$ cat src/rtl/muldiv_pkg.sv
// muldiv_pkg: shared encodings and helpers for the multiply/divide unit.
package muldiv_pkg;
  localparam logic [1:0] OP_MULTU = 2'b00;
  localparam logic [1:0] OP_MULT  = 2'b01;
  localparam logic [1:0] OP_DIVU  = 2'b10;
  localparam logic [1:0] OP_DIV   = 2'b11;
  localparam logic [1:0] IDLE = 2'd0;
  localparam logic [1:0] CALC = 2'd1;
  localparam logic [1:0] FIX  = 2'd2;
  localparam int ITER_COUNT = 32;
  localparam logic [31:0] DIV0_QUOT = 32'hFFFFFFFF;
  function automatic logic [31:0] mag(input logic [31:0] x, input logic sgn);
    return (sgn && x[31]) ? -x : x;
  endfunction
endpackage

$ cat src/rtl/muldiv_divstep.sv
// muldiv_divstep: one combinational restoring-division step (shift in next dividend bit, trial subtract).
module muldiv_divstep #(parameter int WIDTH = 32) (
  input  logic [WIDTH-1:0] rem_i,
  input  logic [WIDTH-1:0] quo_i,
  input  logic [WIDTH-1:0] div_i,
  output logic [WIDTH-1:0] rem_o,
  output logic [WIDTH-1:0] quo_o
);
  logic [WIDTH:0] sh, diff;
  logic ge;
  assign sh = {rem_i, quo_i[WIDTH-1]};
  assign ge = sh >= {1'b0, div_i};
  assign diff = sh - {1'b0, div_i};
  assign rem_o = ge ? diff[WIDTH-1:0] : sh[WIDTH-1:0];
  assign quo_o = {quo_i[WIDTH-2:0], ge};
endmodule

$ cat src/rtl/muldiv_unit.sv
// muldiv_unit: iterative 32-bit MULT/MULTU/DIV/DIVU with HI/LO registers.
// Define MULDIV_FAST_MULT_EN for a single-cycle multiply (IDLE -> FIX).
module muldiv_unit import muldiv_pkg::*; #(parameter int WIDTH = 32) (
  input  logic             clk,
  input  logic             reset,
  input  logic             start,
  input  logic [1:0]       op,
  input  logic [WIDTH-1:0] in1,
  input  logic [WIDTH-1:0] in2,
  input  logic             mthi,
  input  logic             mtlo,
  output logic             busy,
  output logic             done,
  output logic             div_by_zero,
  output logic [WIDTH-1:0] hi,
  output logic [WIDTH-1:0] lo
);
  logic [1:0] state_q, state_d;
  logic [5:0] cnt_q, cnt_d;
  // a_q holds {partial, multiplier} for multiply and {remainder, quotient} for divide
  logic [2*WIDTH-1:0] a_q, a_d, prod;
  logic [WIDTH-1:0] b_q, b_d, hi_q, hi_d, lo_q, lo_d, m1, m2, rem_n, quo_n;
  logic [WIDTH:0] msum;
  logic div_q, div_d, neg_q, neg_d, rneg_q, rneg_d, dz_q, dz_d;
  logic busy_q, done_q, done_d, dzp_q, dzp_d;

  muldiv_divstep #(.WIDTH(WIDTH)) u_divstep (
    .rem_i(a_q[2*WIDTH-1:WIDTH]),
    .quo_i(a_q[WIDTH-1:0]),
    .div_i(b_q),
    .rem_o(rem_n),
    .quo_o(quo_n)
  );

  assign m1 = mag(in1, op[0]);
  assign m2 = mag(in2, op[0]);
  assign msum = {1'b0, a_q[2*WIDTH-1:WIDTH]} + (a_q[0] ? {1'b0, b_q} : '0);
  assign prod = neg_q ? -a_q : a_q;

  always_comb begin
    state_d = state_q;
    cnt_d = cnt_q;
    a_d = a_q;
    b_d = b_q;
    div_d = div_q;
    neg_d = neg_q;
    rneg_d = rneg_q;
    dz_d = dz_q;
    hi_d = hi_q;
    lo_d = lo_q;
    done_d = 1'b0;
    dzp_d = 1'b0;
    case (state_q)
      IDLE: begin
        hi_d = mthi ? in1 : hi_q;
        lo_d = mtlo ? in1 : lo_q;
        if (start) begin
          div_d = op[1];
          neg_d = op[0] && (in1[WIDTH-1] ^ in2[WIDTH-1]);
          rneg_d = op[0] && in1[WIDTH-1];
          dz_d = 1'b0;
          cnt_d = '0;
          a_d = {{WIDTH{1'b0}}, m1};
          b_d = m2;
          state_d = CALC;
          if (op[1] && in2 == '0) begin
            a_d = {in1, DIV0_QUOT};
            neg_d = 1'b0;
            rneg_d = 1'b0;
            dz_d = 1'b1;
            state_d = FIX;
          end
`ifdef MULDIV_FAST_MULT_EN
          if (!op[1]) begin
            a_d = (2*WIDTH)'(m1) * (2*WIDTH)'(m2);
            state_d = FIX;
          end
`else
`endif
        end
      end
      CALC: begin
        a_d = div_q ? {rem_n, quo_n} : {msum, a_q[WIDTH-1:1]};
        cnt_d = cnt_q + 6'd1;
        state_d = (cnt_q == 6'(ITER_COUNT - 1)) ? FIX : CALC;
      end
      FIX: begin
        hi_d = !div_q ? prod[2*WIDTH-1:WIDTH] : rneg_q ? -a_q[2*WIDTH-1:WIDTH] : a_q[2*WIDTH-1:WIDTH];
        lo_d = !div_q ? prod[WIDTH-1:0] : neg_q ? -a_q[WIDTH-1:0] : a_q[WIDTH-1:0];
        done_d = 1'b1;
        dzp_d = dz_q;
        state_d = IDLE;
      end
      default: state_d = IDLE;
    endcase
  end

  always_ff @(posedge clk) begin
    if (reset) begin
      state_q <= IDLE;
      cnt_q <= '0;
      a_q <= '0;
      b_q <= '0;
      div_q <= 1'b0;
      neg_q <= 1'b0;
      rneg_q <= 1'b0;
      dz_q <= 1'b0;
      hi_q <= '0;
      lo_q <= '0;
      busy_q <= 1'b0;
      done_q <= 1'b0;
      dzp_q <= 1'b0;
    end else begin
      state_q <= state_d;
      cnt_q <= cnt_d;
      a_q <= a_d;
      b_q <= b_d;
      div_q <= div_d;
      neg_q <= neg_d;
      rneg_q <= rneg_d;
      dz_q <= dz_d;
      hi_q <= hi_d;
      lo_q <= lo_d;
      busy_q <= state_d != IDLE;
      done_q <= done_d;
      dzp_q <= dzp_d;
    end
  end

  assign busy = busy_q;
  assign done = done_q;
  assign div_by_zero = dzp_q;
  assign hi = hi_q;
  assign lo = lo_q;
endmodule
$ cat config.mk
export PLATFORM = sky130hd
export DESIGN_NAME = muldiv_unit
export DESIGN_NICKNAME = d
export VERILOG_FILES = /design/src/rtl/muldiv_pkg.sv /design/src/rtl/muldiv_divstep.sv /design/src/rtl/muldiv_unit.sv
export SDC_FILE = /design/constraint.sdc
export NUM_CORES = 1
export LEC_CHECK = 0
export CAP_MARGIN = 20
export CORE_UTILIZATION = 59
export DETAILED_ROUTE_END_ITERATION = 6
export PLACE_DENSITY = 0.82
export SYNTH_ARGS = -nofsm -noshare
export SYNTH_HDL_FRONTEND = slang
export SYNTH_SLANG_ARGS = --single-unit
$ cat constraint.sdc
create_clock -name clk -period 4 [get_ports clk]
set_input_delay 0.8 -clock clk [delete_from_list [all_inputs] [get_ports clk]]
set_output_delay 0.8 -clock clk [all_outputs]
set_load 0.005 [all_outputs]
======== Yosys cells after proc, flatten, opt, wreduce, memory -nomap -nowiden ========
Index checks and enable logic that the tools add are counted.
storage, ports and cells
  flip-flop bits (word level) ............. 175
  logic and storage cells ................. 71
cells by class
  add/subtract/negate cells ............... 8
  magnitude comparators ................... 1
  equality and inequality tests ........... 6
  muxes and demuxes ....................... 27
  bitwise logic cells ..................... 2
  reduce and logical (&&, ||, !) cells .... 14
operators by type and width
  cell                 number
  $mux 32              10
  $mux 64              4
  $neg 32->32          4
  $pmux 32 s2          2
  $pmux 64 s2          1
  $neg 64->64          1
  $add 32x32->33       1
  $ge 33x32->1         1
  $logic_not 32->1     1
  $sub 32x32->32       1
  $pmux 6 s2           1
  $reduce_and 2->1     4
  $add 6x1->6 const B  1
  $eq 6x5->1 const B   1
  $mux 2               3
  $mux 6               1
  $ne 2x2->1 const B   3
  $reduce_bool 2->1    3
  $logic_and 1x1->1    4
  $mux 1               4
  $pmux 2 s2           1
  $eq 2x1->1 const B   1
  $eq 2x2->1 const B   1
  $logic_not 2->1      1
  other kinds (3)      3

======== Logic depth before layout (Yosys ltp) ========
  depth after elaboration ................. 6
  gate-level depth with buffers ........... 15
  gate-level depth less buffers ........... 14

======== Modules after synthesis ========
From an unflattened synthesis, not the netlist that was laid out.
unflattened totals
  cell total of the unflattened synthesis .. 2031
  area, all modules ....................... 15036.9 µm²
modules (own cells, without submodules)
  module          instances  cells an instance  area an instance (µm²)  seq. area each (µm²)
  muldiv_unit     1          1676               12465.7                 3503.4
  muldiv_divstep  1          355                2571.2                  0.0

======== Worst setup path before layout ========
OpenSTA, ideal clock, no wires.
  path type ............................... register to register
  from .................................... register a_q[0]
  to ...................................... register a_q[56]
  library setup time ...................... 116 ps
  data arrival time ....................... 3255 ps
  required time ........................... 3884 ps
  path slack .............................. 628 ps
  stages on the path, launching flop included .. 16
  path buffers ............................ 2
  period minus slack after synthesis ...... 3372 ps
  path through ............................ dfxtp_1 > inv_1 > buf_1 > nor2_1 > ha_1 > clkbuf_1 > and2_1 > and3_1 > a221o_1 > a31o_2 > nor2_1 > o21ai_1 > a21o_1 > a2111oi_0 > a41oi_1 > a41o_1
on the way
  cells in the longest elaborated chain, start to end .. 4
RTL lines
  element                   line                source
  start: declaration        muldiv_unit.sv:21   logic [2*WIDTH-1:0] a_q, a_d, prod;
  start signal: assignment  muldiv_unit.sv:102  a_q <= '0;
  start signal: assignment  muldiv_unit.sv:116  a_q <= a_d;
  $mux 32                   muldiv_unit.sv:37   assign msum = {1'b0, a_q[2*WIDTH-1:WIDTH]} + (a_q[0] ? {1'b0, b_q} : '0);
  $add 32x32->33            muldiv_unit.sv:37
  $mux 64                   muldiv_unit.sv:83   a_d = div_q ? {rem_n, quo_n} : {msum, a_q[WIDTH-1:1]};
  $pmux 64 s2               muldiv_unit.sv:53   case (state_q)
No other way between the ends.
A chain may end at the register's enable or synchronous reset.

======== Worst setup path after layout ========
Same ends and word-level chain as after synthesis.

==> flow_summary_export.csv <==
group,metric,value,unit
floorplan,ioPinCount,138,
logic_synthesis,synth_area,14500,um2
placement,rd_place_congestion,0.969,
layout,antenna_cells_inserted,0,
setup_path,cp_data_required_time,4340,ps
floorplan,floorplan.die.height,159,um
logic_synthesis,synth_flop_cell,"sky130_fd_sc_hd__dfxtp_1",
layout,areaGrowthSynthToFinish,16.6,%
logic_synthesis,number_of_warning_messages_in_the_yosys_log,0,
timing,final.min_clock_period,3730,ps
timing,hold_viol,0,
setup_path,criticalPathCategory,"reg -> reg",
layout,finish.net_count,2206,
pwr,power.combinational.fraction,34.7,%
min_path,holdCritPathClass,"reg -> reg",
run_status,run_status,"completed",
setup_path,worst-path-max-fanout,14,
logic_synthesis,synthesis.nets,2114,
floorplan,die_area,25200,um2
route,wire_per_inst,20.7,um
pwr,p_leak,6.71,nW
clock_network,tritoncts.num_buffers,17,
logic_synthesis,seq_area_frac_synth,24.2,%
timing,timing.final.crit_share,93.3,%
route,first_iter_violations,1716,
timing,timing_max_transition_violations_final,0,
placement,pre_cts_ws,126,ps
setup_path,worstPathArrival,4070,ps
grt,grt_overflow_total,0,
grt,grt_first_pass_wirelength,77800,um
clock_network,cts_hold_repair.buffers,0,
logic_synthesis,synth-async-reset-ratio,0,%
clock_network,clk_tree_root_cell,"sky130_fd_sc_hd__clkbuf_16",
route,drt_drc_violations_left,0,
pwr,p_int,3.52,mW
timing,final.setup.tns,0,ps
floorplan,core_area,24200,um2
clock_network,tritoncts,"yes",
logic_synthesis,post_synth_inst_count,1972,
grt,track_usage,38.6,%
route,vias_per_instance,6.48,
grt,antenna_found_initial,0,
layout,final_layout_size_suffix_gt1_share,7.99,%
route,routed-via-count,15600,
layout,layout_commonest_cell,"sky130_fd_sc_hd__nor2_1",
timing,slew_headroom,47.1,%
clock_network,post_cts_setup_buffer_count,0,
placement,hpwl,38000,um
route,drt_first_pass_iters,6,
logic_synthesis,ys_seq_elements,175,
pwr,power.net_switching,2.15,mW
timing,clock_skew,17.9,ps
logic_synthesis,synth_area_per_cell,7.35,um2
pwr,switching_share,38.0,%
setup_path,endpoint_kind,"flop",
timing,postLayoutSetupSlackWorst,268,ps
clock_network,clk_latency,450,ps
pwr,clkPwrFrac,29.9,%
pwr,total_power_per_unit_cell_area,336,nW/um2
timing,grt_setup_unrepaired,"false",
setup_path,timing.critical_path.from_type,"flop",
clock_network,clock_tree.buffer_depth,2,
logic_synthesis,synth_largest_type_area_fraction,24.2,%
logic_synthesis,yosys-top-cells-area,"sky130_fd_sc_hd__dfxtp_1 (24%), sky130_fd_sc_hd__nor2_1 (7.6%), sky130_fd_sc_hd__a21oi_1 (6.9%), sky130_fd_sc_hd__ha_1 (6.0%), sky130_fd_sc_hd__xnor2_1 (5.4%)",
logic_synthesis,synth_area_leader_cell,"sky130_fd_sc_hd__dfxtp_1",
clock_network,cts_max_level,4,
route,final_antenna_violating_net_count,0,
layout,layout.cells.most_common_list,"sky130_fd_sc_hd__nor2_1 (293), sky130_fd_sc_hd__a21oi_1 (199), sky130_fd_sc_hd__dfxtp_1 (174), sky130_fd_sc_hd__nand2_1 (141), sky130_fd_sc_hd__clkdlybuf4s50_1 (136)",
timing,timing.final.setup_violations,0,
placement,i_o_buffers,137,
route,postRouteWirelength,49600,um
floorplan,chipWidth,159,um
clock_network,clk_pin_slew,70,ps
clock_network,clock_sinks,175,
pwr,pwr-share-seq,35.4,%
timing,worstMarginPinSlew,793,ps
floorplan,start_util,60.0,%
flow_run,drv_cap,0,
grt,grt_pass1_vias,14500,
grt,grt_start_max_net_pins,71,
pwr,power.ir.vdd_worst,0.232,mV
floorplan,rows,57,
logic_synthesis,synth.distinct_cells,86,
logic_synthesis,synth_edf_count,0,
timing,highest_clock_frequency_the_design_can_meet,268,MHz
==> path summary, 6_finish.rpt <==
path	startpoint	slack, ps	cells after the start	end
hold reg to reg	b_q[21]	460	2	b_q[21]
setup / recovery	a_q[0]	270	14	a_q[56]
setup reg to reg	a_q[0]	270	14	a_q[56]
hold / removal	b_q[21]	460	2	b_q[21]
==> metal layers <==
| layer | share of wire [%] | vias up | GRT usage, % |
|---|---|---|---|
| met3 | 9.9 | 148 | 5.96 |
| met5 | 0 | - | 0 |
| li1 | - | 7327 | - |
| met2 | 46 | 960 | 64.1 |
| met4 | 4.1 | 0 | 18.3 |
| met1 | 40 | 7134 | 48.8 |
==> power groups by stage <==
stage	Combinational, mW	Clock [mW]	Sequential (mW)
floorplan	1.29	0	1.99
global placement	1.89	0	2.04
detailed placement	1.91	0	2.04
CTS	1.92	1.69	2.00
global route	2.12	1.76	2.02
finish	1.97	1.70	2.01
==> Yosys cell counts (all sizes together) (12+ instances only) <==
| cell | number |
|---|---|
| nor2 | 295 |
| a21oi | 201 |
| dfxtp | 175 |
| nand2 | 142 |
| clkbuf | 128 |
| o21ai | 99 |
| xnor2 | 89 |
| xor2 | 83 |
| a211oi | 76 |
| ha | 69 |
| inv | 56 |
| nor3 | 44 |
| mux2i | 43 |
| a21o | 34 |
| nand3 | 33 |
| nor4 | 24 |
| a31oi | 23 |
| a221oi | 22 |
| o31ai | 21 |
| buf | 20 |
| or3 | 19 |
| and3 | 18 |
| nand2b | 18 |
| nor2b | 18 |
| a311oi | 17 |
| o41ai | 14 |
| nand4 | 13 |
| o211ai | 13 |
| mux2 | 12 |
==> through the flow <==
stage	power, mW	cells	instance area [um2]	utilization, %	hold WS, ps
after CTS	5.61	2401	16900	69.9	458
after global routing	5.90	2401	16900	69.9	474
after global placement	3.92	2368	16300	67.5	439
after floorplan	3.28	1972	14500	-	430
final	5.68	2401	16900	69.9	456
after detailed placement	3.95	2369	16300	67.5	448
==> final cells by class <==
class / count / area (um2)
clock inverters: 14 / 150
repair buffers: 225 / 2040
flip-flops and latches: 175 / 3500
fillers: 2039 / 7270
clock buffers: 18 / 429
inverters: 56 / 210
well taps: 324 / 405
multi-input cells: 1589 / 10200
==> kinds of logic (layout without fill, tap and decap cells) <==
kind of cell	after synthesis	after routing	share of synthesized area, %
muxes	55	55	3.90
buffers and inverters	208	313	6.14
adders and majority gates	71	71	6.23
DFF	175	175	24.2
xor gates and xnor gates	172	172	10.4
AOI/OAI and AO/OA	627	627	28.2
and+or+nand+nor	664	664	21.0
==> repair_timing <==
item                                    in CTS  in global routing
gates resized for setup                      0                  4
endpoints found under the setup margin       0                  2
endpoints found under the hold margin        0                  0
==> flip-flops by register name, indices dropped and copies added (netlist names), 2 cells and up <==
| name | flops |
|---|---|
| a_q | 64 |
| b_q | 32 |
| hi | 32 |
| lo | 32 |
| cnt_q | 6 |
| state_q | 2 |
==> critical path: stages, from the launching register on <==
cell	delay [ps]
sky130_fd_sc_hd__dfxtp_1	420
sky130_fd_sc_hd__inv_1	120
sky130_fd_sc_hd__buf_4	200
sky130_fd_sc_hd__nor2_1	110
sky130_fd_sc_hd__ha_1	330
sky130_fd_sc_hd__and2_1	220
sky130_fd_sc_hd__and3_1	220
sky130_fd_sc_hd__a221o_1	350
sky130_fd_sc_hd__a31o_2	270
sky130_fd_sc_hd__nor2_1	130
sky130_fd_sc_hd__o21ai_1	210
sky130_fd_sc_hd__a21o_1	240
sky130_fd_sc_hd__a2111oi_0	400
sky130_fd_sc_hd__a41oi_1	120
sky130_fd_sc_hd__a41o_1	270
(Power assumes the default switching activity.)
